===== src/rtl/femto8_cpu_if.sv =====
`default_nettype none
// +----------------------------------------------------------------------+
// | femto8_cpu_if : shared 8-bit memory bus of the femto8 CPU            |
// | Revision      : 1.0                                                  |
// +----------------------------------------------------------------------+
interface femto8_cpu_if;
  logic [7:0] address;
  logic [7:0] data_in;
  logic [7:0] data_out;
  logic       write;

  modport master (
    output address,
    output data_out,
    output write,
    input  data_in
  );

  modport slave (
    input  address,
    input  data_out,
    input  write,
    output data_in
  );
endinterface

`default_nettype wire


===== src/rtl/femto8_cpu.sv =====
`default_nettype none
// +----------------------------------------------------------------------+
// | femto8_cpu : 8-bit multi-cycle accumulator CPU (A, B, IP, C, Z)      |
// | Option     : FEMTO8_HALT_EN makes opcode 0x80 a HALT                 |
// | Revision   : 1.0                                                     |
// +----------------------------------------------------------------------+
module femto8_cpu #(
  parameter logic [7:0] RESET_VECTOR = 8'h80
) (
  input  wire logic    clk,
  input  wire logic    reset,
  femto8_cpu_if.master bus
);

  typedef enum logic [2:0] {
    S_RESET   = 3'd0,
    S_SELECT  = 3'd1,
    S_DECODE  = 3'd2,
    S_COMPUTE = 3'd3,
    S_READ_IP = 3'd4,
    S_HALT    = 3'd5
  } state_t;

  localparam logic [1:0] c_DST_A    = 2'b00;
  localparam logic [1:0] c_DST_B    = 2'b01;
  localparam logic [1:0] c_DST_IP   = 2'b10;

  state_t     r_state;
  state_t     w_state_nxt;
  logic [7:0] r_a,        w_a_nxt;
  logic [7:0] r_b,        w_b_nxt;
  logic [7:0] r_ip,       w_ip_nxt;
  logic [7:0] r_opcode,   w_opcode_nxt;
  logic [7:0] r_address,  w_address_nxt;
  logic [7:0] r_data_out, w_data_out_nxt;
  logic       r_write,    w_write_nxt;
  logic       r_carry,    w_carry_nxt;
  logic       r_zero,     w_zero_nxt;

  logic [7:0] w_operand;
  logic [8:0] w_alu;
  logic       w_taken;

  assign bus.address  = r_address;
  assign bus.data_out = r_data_out;
  assign bus.write    = r_write;

  // Bit 8 of w_alu is the carry (or borrow) produced by each operation.
  always_comb begin
    w_operand = (r_opcode[7:6] == 2'b00) ? r_b : bus.data_in;
    w_alu     = 9'd0;
    case (r_opcode[3:0])
      4'h0: w_alu = {1'b0, r_a};
      4'h1: w_alu = {1'b0, w_operand};
      4'h2: w_alu = {1'b0, r_a} + 9'd1;
      4'h3: w_alu = {1'b0, r_a} - 9'd1;
      4'h4: w_alu = {r_a, 1'b0};
      4'h5: w_alu = {r_a[0], 1'b0, r_a[7:1]};
      4'h6: w_alu = {r_a, r_carry};
      4'h7: w_alu = {r_a[0], r_carry, r_a[7:1]};
      4'h8: w_alu = {1'b0, r_a | w_operand};
      4'h9: w_alu = {1'b0, r_a & w_operand};
      4'hA: w_alu = {1'b0, r_a ^ w_operand};
      4'hB: w_alu = 9'd0;
      4'hC: w_alu = {1'b0, r_a} + {1'b0, w_operand};
      4'hD: w_alu = {1'b0, r_a} - {1'b0, w_operand};
      4'hE: w_alu = {1'b0, r_a} + {1'b0, w_operand} + {8'd0, r_carry};
      4'hF: w_alu = {1'b0, r_a} - {1'b0, w_operand} - {8'd0, r_carry};
      default: w_alu = 9'd0;
    endcase
  end

  // Branch condition is evaluated on the opcode byte while it is still on data_in.
  assign w_taken = (bus.data_in[0] &  r_carry) | (bus.data_in[1] &  r_zero) |
                   (bus.data_in[2] & ~r_carry) | (bus.data_in[3] & ~r_zero);

  always_comb begin
    w_state_nxt    = r_state;
    w_a_nxt        = r_a;
    w_b_nxt        = r_b;
    w_ip_nxt       = r_ip;
    w_opcode_nxt   = r_opcode;
    w_address_nxt  = r_address;
    w_data_out_nxt = r_data_out;
    w_write_nxt    = 1'b0;
    w_carry_nxt    = r_carry;
    w_zero_nxt     = r_zero;

    case (r_state)
      S_RESET: begin
        w_ip_nxt    = RESET_VECTOR;
        w_state_nxt = S_SELECT;
      end

      S_SELECT: begin
        w_address_nxt = r_ip;
        w_ip_nxt      = r_ip + 8'd1;
        w_state_nxt   = S_DECODE;
      end

      S_DECODE: begin
        w_opcode_nxt = bus.data_in;
        w_state_nxt  = S_SELECT;
        casez (bus.data_in)
          8'b00??_????: w_state_nxt = S_COMPUTE;
          8'b01??_????: begin
            w_address_nxt = r_ip;
            w_ip_nxt      = r_ip + 8'd1;
            w_state_nxt   = S_COMPUTE;
          end
          8'b11??_????: begin
            w_address_nxt = r_b;
            w_state_nxt   = S_COMPUTE;
          end
          8'b1000_0001: begin
            w_a_nxt = r_b;
            w_b_nxt = r_a;
          end
`ifdef FEMTO8_HALT_EN
          8'b1000_0000: w_state_nxt = S_HALT;
`endif
          8'b1001_????: begin
            w_address_nxt  = {4'b0000, bus.data_in[3:0]};
            w_data_out_nxt = r_a;
            w_write_nxt    = 1'b1;
          end
          8'b1010_????: begin
            if (w_taken) begin
              w_address_nxt = r_ip;
              w_state_nxt   = S_READ_IP;
            end else begin
              w_ip_nxt = r_ip + 8'd1;
            end
          end
          default: w_state_nxt = S_SELECT;
        endcase
      end

      S_COMPUTE: begin
        case (r_opcode[5:4])
          c_DST_A:  w_a_nxt  = w_alu[7:0];
          c_DST_B:  w_b_nxt  = w_alu[7:0];
          c_DST_IP: w_ip_nxt = w_alu[7:0];
          default:  w_a_nxt  = r_a;
        endcase
        w_carry_nxt = w_alu[8];
        w_zero_nxt  = (w_alu[7:0] == 8'd0);
        w_state_nxt = S_SELECT;
      end

      S_READ_IP: begin
        w_ip_nxt    = bus.data_in;
        w_state_nxt = S_SELECT;
      end

      S_HALT: w_state_nxt = S_HALT;

      default: w_state_nxt = S_RESET;
    endcase
  end

  always_ff @(posedge clk or negedge reset) begin
    if (!reset) begin
      r_state    <= S_RESET;
      r_a        <= 8'd0;
      r_b        <= 8'd0;
      r_ip       <= 8'd0;
      r_opcode   <= 8'd0;
      r_address  <= 8'd0;
      r_data_out <= 8'd0;
      r_write    <= 1'b0;
      r_carry    <= 1'b0;
      r_zero     <= 1'b0;
    end else begin
      r_state    <= w_state_nxt;
      r_a        <= w_a_nxt;
      r_b        <= w_b_nxt;
      r_ip       <= w_ip_nxt;
      r_opcode   <= w_opcode_nxt;
      r_address  <= w_address_nxt;
      r_data_out <= w_data_out_nxt;
      r_write    <= w_write_nxt;
      r_carry    <= w_carry_nxt;
      r_zero     <= w_zero_nxt;
    end
  end

endmodule

`default_nettype wire


===== src/flat_wrapper.sv =====
// flat-port wrapper written by rule: the top's interface ports become plain ports
module femto8_cpu_flat 
#(
  parameter logic [7:0] RESET_VECTOR = 8'h80
)
  (clk, reset, bus_address, bus_data_out, bus_write, bus_data_in);
  femto8_cpu_if bus_i ();
  input  wire logic clk;
  input  wire logic reset;
  output wire logic [$bits(bus_i.address)-1:0] bus_address;
  output wire logic [$bits(bus_i.data_out)-1:0] bus_data_out;
  output wire logic [$bits(bus_i.write)-1:0] bus_write;
  input wire logic [$bits(bus_i.data_in)-1:0] bus_data_in;
  assign bus_address = bus_i.address;
  assign bus_data_out = bus_i.data_out;
  assign bus_write = bus_i.write;
  assign bus_i.data_in = bus_data_in;
  femto8_cpu #(.RESET_VECTOR(RESET_VECTOR)) u_core (.clk(clk), .reset(reset), .bus(bus_i));
endmodule

===== config.mk =====
export PLATFORM = sky130hd
export DESIGN_NAME = femto8_cpu_flat
export DESIGN_NICKNAME = d
export VERILOG_FILES = /design/src/rtl/femto8_cpu_if.sv /design/src/rtl/femto8_cpu.sv /design/src/flat_wrapper.sv
export SDC_FILE = /design/constraint.sdc
export NUM_CORES = 1
export LEC_CHECK = 0
export CAP_MARGIN = 10
export CORE_ASPECT_RATIO = 2
export CORE_UTILIZATION = 58
export CTS_BUF_LIST = sky130_fd_sc_hd__clkbuf_2 sky130_fd_sc_hd__clkbuf_4 sky130_fd_sc_hd__clkbuf_8
export CTS_CLUSTER_DIAMETER = 120
export DETAILED_ROUTE_END_ITERATION = 6
export HOLD_SLACK_MARGIN = 0.02
export PLACE_DENSITY = 0.78
export SYNTH_ARGS = -nofsm -noshare
export SYNTH_HDL_FRONTEND = slang
export SYNTH_SLANG_ARGS = --single-unit
export TNS_END_PERCENT = 50

===== constraint.sdc =====
create_clock -name clk -period 4.3 [get_ports clk]
set_input_delay 1.29 -clock clk [delete_from_list [all_inputs] [get_ports clk]]
set_output_delay 1.29 -clock clk [all_outputs]
set_load 0.02 [all_outputs]

==> results of run 1 <==
-- per-layer routing --
| metal | vias to the layer above | global-route usage, % |
|---|---|---|
| li1 | 2790 | - |
| met1 | 3019 | 40.00 |
| met2 | 394 | 78.59 |
| met3 | 185 | 8.689 |
| met4 | 0 | 47.68 |
| met5 | - | 0 |
-- layout make-up --
cell class	count	area, sq um
clock buffer	5	68.82
clock inverter	3	28.78
fill	671	2021
inverter	38	146.4
multi-input combinational	562	4200
sequential	54	1351
tap	102	127.6
timing repair buffer	139	1130
-- sequential cells by signal, indices dropped and copies added, names as in the netlist --
| signal | cells |
|---|---|
| u_core.r_b | 8 |
| u_core.r_a | 8 |
| u_core.r_state | 3 |
| u_core.bus.write | 1 |
| u_core.bus.address | 8 |
| u_core.r_ip | 8 |
| u_core.r_carry | 1 |
| u_core.r_zero | 1 |
| u_core.bus.data_out | 8 |
| u_core.r_opcode | 8 |
-- metrics by stage --
stage                     hold WS [ns]  cells  utilization [%]  setup WS (ns)
after floorplan                 0.4666    696                -         0.1108
after global placement          0.4694    886            71.28        -0.6626
after detailed placement        0.4716    886            71.28        -0.6466
after CTS                       0.4962    901            75.51       0.005241
after global routing            0.5304    903            77.73       -0.07443
final                           0.4918    903            77.73        0.02721
-- critical path, cell delays in order --
cell and delay, ns:
dlygate4sd2_1 0.26, o21ai_2 0.08, nand2_2 0.11, ha_4 0.19, fa_2 0.42, buf_4 0.17, a211o_1 0.34, a21oi_1 0.20
nand2b_4 0.20, xnor2_1 0.13, nor2_1 0.08, a2111oi_1 0.55, buf_4 0.22, o32a_1 0.15, o31ai_1 0.06
-- logic make-up after synthesis --
logic type	share of synthesized area, %
xor+xnor	4.497
compound gates	27.69
flops	24.65
simple gates	23.51
buf+inv	5.843
fa+ha+maj	9.724
mux	4.086
-- placed cells by master (no fill, tap or decap), types with 5 or more instances in the layout --
cell / instances
nand2b_1: 9
ha_4: 7
nand3_1: 29
xor2_1: 8
nand2_1: 58
a31oi_1: 20
xnor2_1: 12
o31ai_1: 5
nor3_1: 20
a21o_1: 7
a21oi_1: 44
mux2i_1: 6
inv_2: 5
clkbuf_8: 5
a211oi_1: 12
nor2_1: 61
nor2b_1: 11
ha_2: 5
mux2_2: 9
dfrtp_1: 54
ha_1: 25
and3_1: 5
o21a_1: 6
o22ai_1: 6
buf_4: 109
clkdlybuf4s50_1: 21
o21ai_0: 29
inv_1: 31
a22oi_1: 13
o211ai_1: 8
-- worst min-delay path by stage --
stage	end
floorplan	u_core.r_zero
global route	u_core.bus.data_out[5]
CTS	u_core.bus.data_out[3]
finish	u_core.bus.data_out[3]
global placement	u_core.bus.data_out[0]
detailed placement	u_core.bus.data_out[3]
-- cell usage after synthesis, types with 8 or more instances --
cell type,n
clkbuf_1,27
a31oi_1,22
mux2i_1,10
a21oi_1,46
xnor2_1,13
dfrtp_1,54
nor2_1,64
xor2_1,10
o211ai_1,8
nor3_1,21
nand3_1,33
inv_1,34
nor2b_1,11
nand2_1,60
ha_1,37
nand2b_1,11
mux2_2,11
o21ai_0,30
a22oi_1,13
buf_2,10
a211oi_1,13
-- timing repair --
item | in CTS | in global routing
endpoints found under the setup margin | 16 | 15
buffers inserted | 7 | 2
resized for setup | 48 | 34
pin swaps | 21 | 16
==> reports/metrics.cfg, run 1 <==
[route]
route.met3.wl_mm = 1.310
drc = 0
wirelength_met1_mm = 6.614
top_layer = met4
route.met2.wl_mm = 11.08
detail-route-antenna-nets = 0
avgViaCountPerCell = 7.074
drt-pass1-iter-count = 6
num_vias = 6388
wirelength_mm = 21.77
initialDrtViolationCount = 743
wl_per_cell_microns = 24.11

[timing]
worst_pin_slew_ns = 0.9807
setup_viol = 0
slew_headroom_pct = 34.62
setup_tns_ns = 0
fin_crit_sh_pct = 99.37
finClkSkew_ns = 0.01061
slew_violations = 0
period_needed_ns = 4.273
max_freq_ghz = 0.2340
finalHoldViolCount = 0

[cts]
hold_buffers = 0
cts_buffers = 5
cts_sinks = 54
cts-htree-levels = 2
clock_path_buffers = 2
path_clk_slew_ns = 0.10
cts_tree = yes
clock_latency_ns = 0.32
cts_root_buf = clkbuf_8

[synth]
synth_top_area_cell = dfrtp_1
async_flop_share_pct = 100.0
synth_edf_count = 0
yosysWarnings = 0
syn_nets = 746
synth_top_area_share_pct = 24.65
avgSynthCellArea_sq_um = 7.876
synthTopCellsByArea = dfrtp_1, ha_1, nor2_1, a21oi_1, nand2_1
synth_area_sq_um = 5482
ys_types = 80
ys_seq_area_share_pct = 24.65
synthFlopType = dfrtp_1
synth_cells = 696
synth-seq-cells = 54

[critical_path]
r2r_start = u_core.r_b[0]
crit_end = u_core.r_ip[4]
cp.required_ns = 4.49
crit_path_start_kind = input pin
r2r_cells = 15
reg2reg_slack_ns = 0.43
cp_max_fo = 5
end_kind = flip-flop
timing.rr.end = u_core.r_ip[4]
crit_type = in2reg
critPathLaunch = bus_data_in[0]
crit_arrival_ns = 4.46

[floorplanning]
initial_core_util_pct = 60.41
io_pins = 27
die_h_microns = 139.5
dieArea_sq_um = 9867
core-area_sq_um = 9074
die_w_microns = 70.74
rows = 49

[global_routing]
grt_pass1_wl_mm = 33.55
grt_max_degree = 49
first_global_vias = 6477
grt_overflow = 0
antenna_found_initial = 0
track_usage_pct = 44.93

[placement]
placed_area_sq_um = 6467
place_congestion = 1.045
portBuffers = 26
post-dp-hpwl_mm = 16.53

[final_layout]
drive_gt1_share_pct = 25.09
synthToLayoutAreaGrowth_pct = 28.67
fin_nets = 850
antenna_cells = 0
fin_area_sq_um = 7053

[run]
maxCapViolations = 0

[hold_path]
holdCritStartpoint = u_core.bus.data_out[3]
hold_path.class = reg2reg
hold-path-cell-count = 2

[run_status]
outcome = finished, final reports clean

Power of run 1 is not shown: default switching activity piles up to over one toggle a cycle in this logic, so the estimate is an artifact.
==> run 2, diff against run 1 <==
--- a/config.mk
+++ b/config.mk
@@ -6,13 +6,16 @@
 export NUM_CORES = 1
 export LEC_CHECK = 0
 export CAP_MARGIN = 10
+export CELL_PAD_IN_SITES_DETAIL_PLACEMENT = 1
+export CELL_PAD_IN_SITES_GLOBAL_PLACEMENT = 2
 export CORE_ASPECT_RATIO = 2
-export CORE_UTILIZATION = 58
+export CORE_UTILIZATION = 38
 export CTS_BUF_LIST = sky130_fd_sc_hd__clkbuf_2 sky130_fd_sc_hd__clkbuf_4 sky130_fd_sc_hd__clkbuf_8
 export CTS_CLUSTER_DIAMETER = 120
 export DETAILED_ROUTE_END_ITERATION = 6
 export HOLD_SLACK_MARGIN = 0.02
-export PLACE_DENSITY = 0.78
+export PLACE_DENSITY = 0.84
+export SKIP_CTS_REPAIR_TIMING = 1
 export SYNTH_ARGS = -nofsm -noshare
 export SYNTH_HDL_FRONTEND = slang
 export SYNTH_SLANG_ARGS = --single-unit
==> reports/metrics.cfg, run 2 (same netlist as run 1, synthesis figures left out) <==
[run_status]
outcome = finished, final reports clean

[global_routing]
grt_overflow = 0  ; unchanged
gr-max-usage-layer = met2
first_global_vias = 6569  ; +1.4%
grt_pass1_wl_mm = 36.20  ; +7.9%
antenna_found_initial = 0  ; unchanged
track_usage_pct = 33.06  ; -12 points
use_met3_pct = 2.530  ; -6.2 points
grt_use_met1_pct = 28.56  ; -11 points
use_met2_pct = 63.61  ; -15 points
grt_max_degree = 49  ; unchanged

[route]
avgViaCountPerCell = 6.194  ; -12%
initialDrtViolationCount = 313  ; -58%
wirelength_mm = 24.43  ; +12%
detail-route-antenna-nets = 0  ; unchanged
num_vias = 6182  ; -3.2%
wl_per_cell_microns = 24.47  ; +1.5%
drc = 0  ; unchanged
drt-pass1-iter-count = 6  ; unchanged

[cts]
cts_root_buf = clkbuf_8
clock_path_buffers = 2  ; unchanged
cts_tree = yes
cts-htree-levels = 2  ; unchanged
path_clk_slew_ns = 0.10  ; about the same
cts_buffers = 5  ; unchanged
clock_latency_ns = 0.33  ; about the same
cts_sinks = 54  ; unchanged

[final_layout]
antenna_cells = 0  ; unchanged
drive_gt1_share_pct = 25.71  ; +0.62 points
fin_nets = 859  ; +1.1%
synthToLayoutAreaGrowth_pct = 31.77
fin_area_sq_um = 7223  ; +2.4%
utilization_pct = 51.72  ; -26 points
layout_common_cells = buf_4, nor2_1, nand2_1
layout_commonest_cell = buf_4

[timing]
finalHoldViolCount = 0  ; unchanged
slew_violations = 0  ; unchanged
fin_crit_sh_pct = 96.89  ; -2.5 points
slew_headroom_pct = 35.53  ; +0.91 points
setup_viol = 0  ; unchanged
period_needed_ns = 4.166  ; -0.1066 ns
finClkSkew_ns = 0.01013  ; -0.0004725 ns
max_freq_ghz = 0.2400  ; +2.6%
holdWs_ns = 0.4907  ; -0.001074 ns
worst_pin_slew_ns = 0.9635  ; -0.01714 ns

[critical_path]
crit_type = in2reg
r2r_start = u_core.r_b[0]
cp.required_ns = 4.55  ; +0.06 ns
cp_max_fo = 6  ; +1
crit_arrival_ns = 4.41  ; -0.05 ns
reg2reg_slack_ns = 0.33  ; -0.10 ns
crit_path_start_kind = input pin
timing.rr.end = u_core.r_zero
end_kind = flip-flop
r2r_cells = 14  ; -1

[placement]
post-dp-hpwl_mm = 19.92  ; +21%
place_congestion = 0.9708  ; -7.1%
placed_area_sq_um = 6656  ; +2.9%
portBuffers = 26  ; unchanged

[hold_path]
hold_path.class = reg2reg
holdCritStartpoint = u_core.bus.data_out[5]
min_to = u_core.bus.data_out[5]
hold-path-cell-count = 2  ; unchanged

[floorplanning]
initial_core_util_pct = 39.25  ; -21 points
core-area_sq_um = 13970  ; +54%
dieArea_sq_um = 14940  ; +51%
die_h_microns = 171.9  ; +23%
die_w_microns = 86.93  ; +23%
rows = 61  ; +24%
io_pins = 27  ; unchanged

[run]
maxCapViolations = 0  ; unchanged

## run 2: metrics by stage
stage / setup WS [ns] / instances / setup TNS [ns]
6_report: 0.1338 / 998 / 0
3_3_place_gp: -1.017 / 982 / -13.21
4_1_cts: -0.7485 / 989 / -7.680
5_1_grt: -0.05692 / 998 / -0.05692
2_1_floorplan: 0.1108 / 696 / 0
3_5_place_dp: -1.096 / 982 / -15.11
## run 2: worst max-delay path by stage
stage | from | to | slack, ns | cells past startpoint
after floorplan | bus_data_in[0] | u_core.r_zero | 0.11 | 12
after global placement | bus_data_in[4] | u_core.r_carry | -1.02 | 12
after detailed placement | bus_data_in[4] | u_core.r_carry | -1.10 | 12
after CTS | bus_data_in[4] | u_core.r_carry | -0.75 | 12
after global routing | bus_data_in[5] | u_core.r_zero | -0.06 | 15
final | bus_data_in[5] | u_core.r_zero | 0.13 | 15
## run 2: worst max-delay path, cell delays in order
cell and delay [ns]:
clkdlybuf4s50_1 0.44, mux2i_2 0.21, buf_4 0.18, inv_1 0.04, ha_1 0.29, buf_4 0.19, a21oi_1 0.13, nor3_1 0.08
nor2_1 0.10, o211ai_1 0.12, nor4_2 0.29, buf_4 0.16, a31oi_2 0.12, or4b_4 0.52, o31ai_4 0.25
## run 2: per-layer routing
| metal | routed length [microns] | vias up |
|---|---|---|
| li1 | - | 2802 |
| met1 | 7650 | 3047 |
| met2 | 13410 | 210 |
| met3 | 657 | 123 |
| met4 | 2706 | 0 |
| met5 | 0 | - |
## run 2: area by class of cell
class	instances	area [sq um]
fill	1660	6744
multi-input combinational	562	4204
sequential	54	1351
timing repair buffer	148	1199
tap	189	236.5
inverter	38	148.9
clock buffer	5	68.82
clock inverter	2	15.01
Power of run 2 is left out for the same reason.
==> run 3, diff against run 2 <==
--- a/config.mk
+++ b/config.mk
@@ -13,7 +13,6 @@
 export CTS_BUF_LIST = sky130_fd_sc_hd__clkbuf_2 sky130_fd_sc_hd__clkbuf_4 sky130_fd_sc_hd__clkbuf_8
 export CTS_CLUSTER_DIAMETER = 120
 export DETAILED_ROUTE_END_ITERATION = 6
-export HOLD_SLACK_MARGIN = 0.02
 export PLACE_DENSITY = 0.84
 export SKIP_CTS_REPAIR_TIMING = 1
 export SYNTH_ARGS = -nofsm -noshare
==> results of run 3 <==
No change in the layout: final DEF, timing and power equal those of run 2.
Power of run 3 is left out for the same reason.
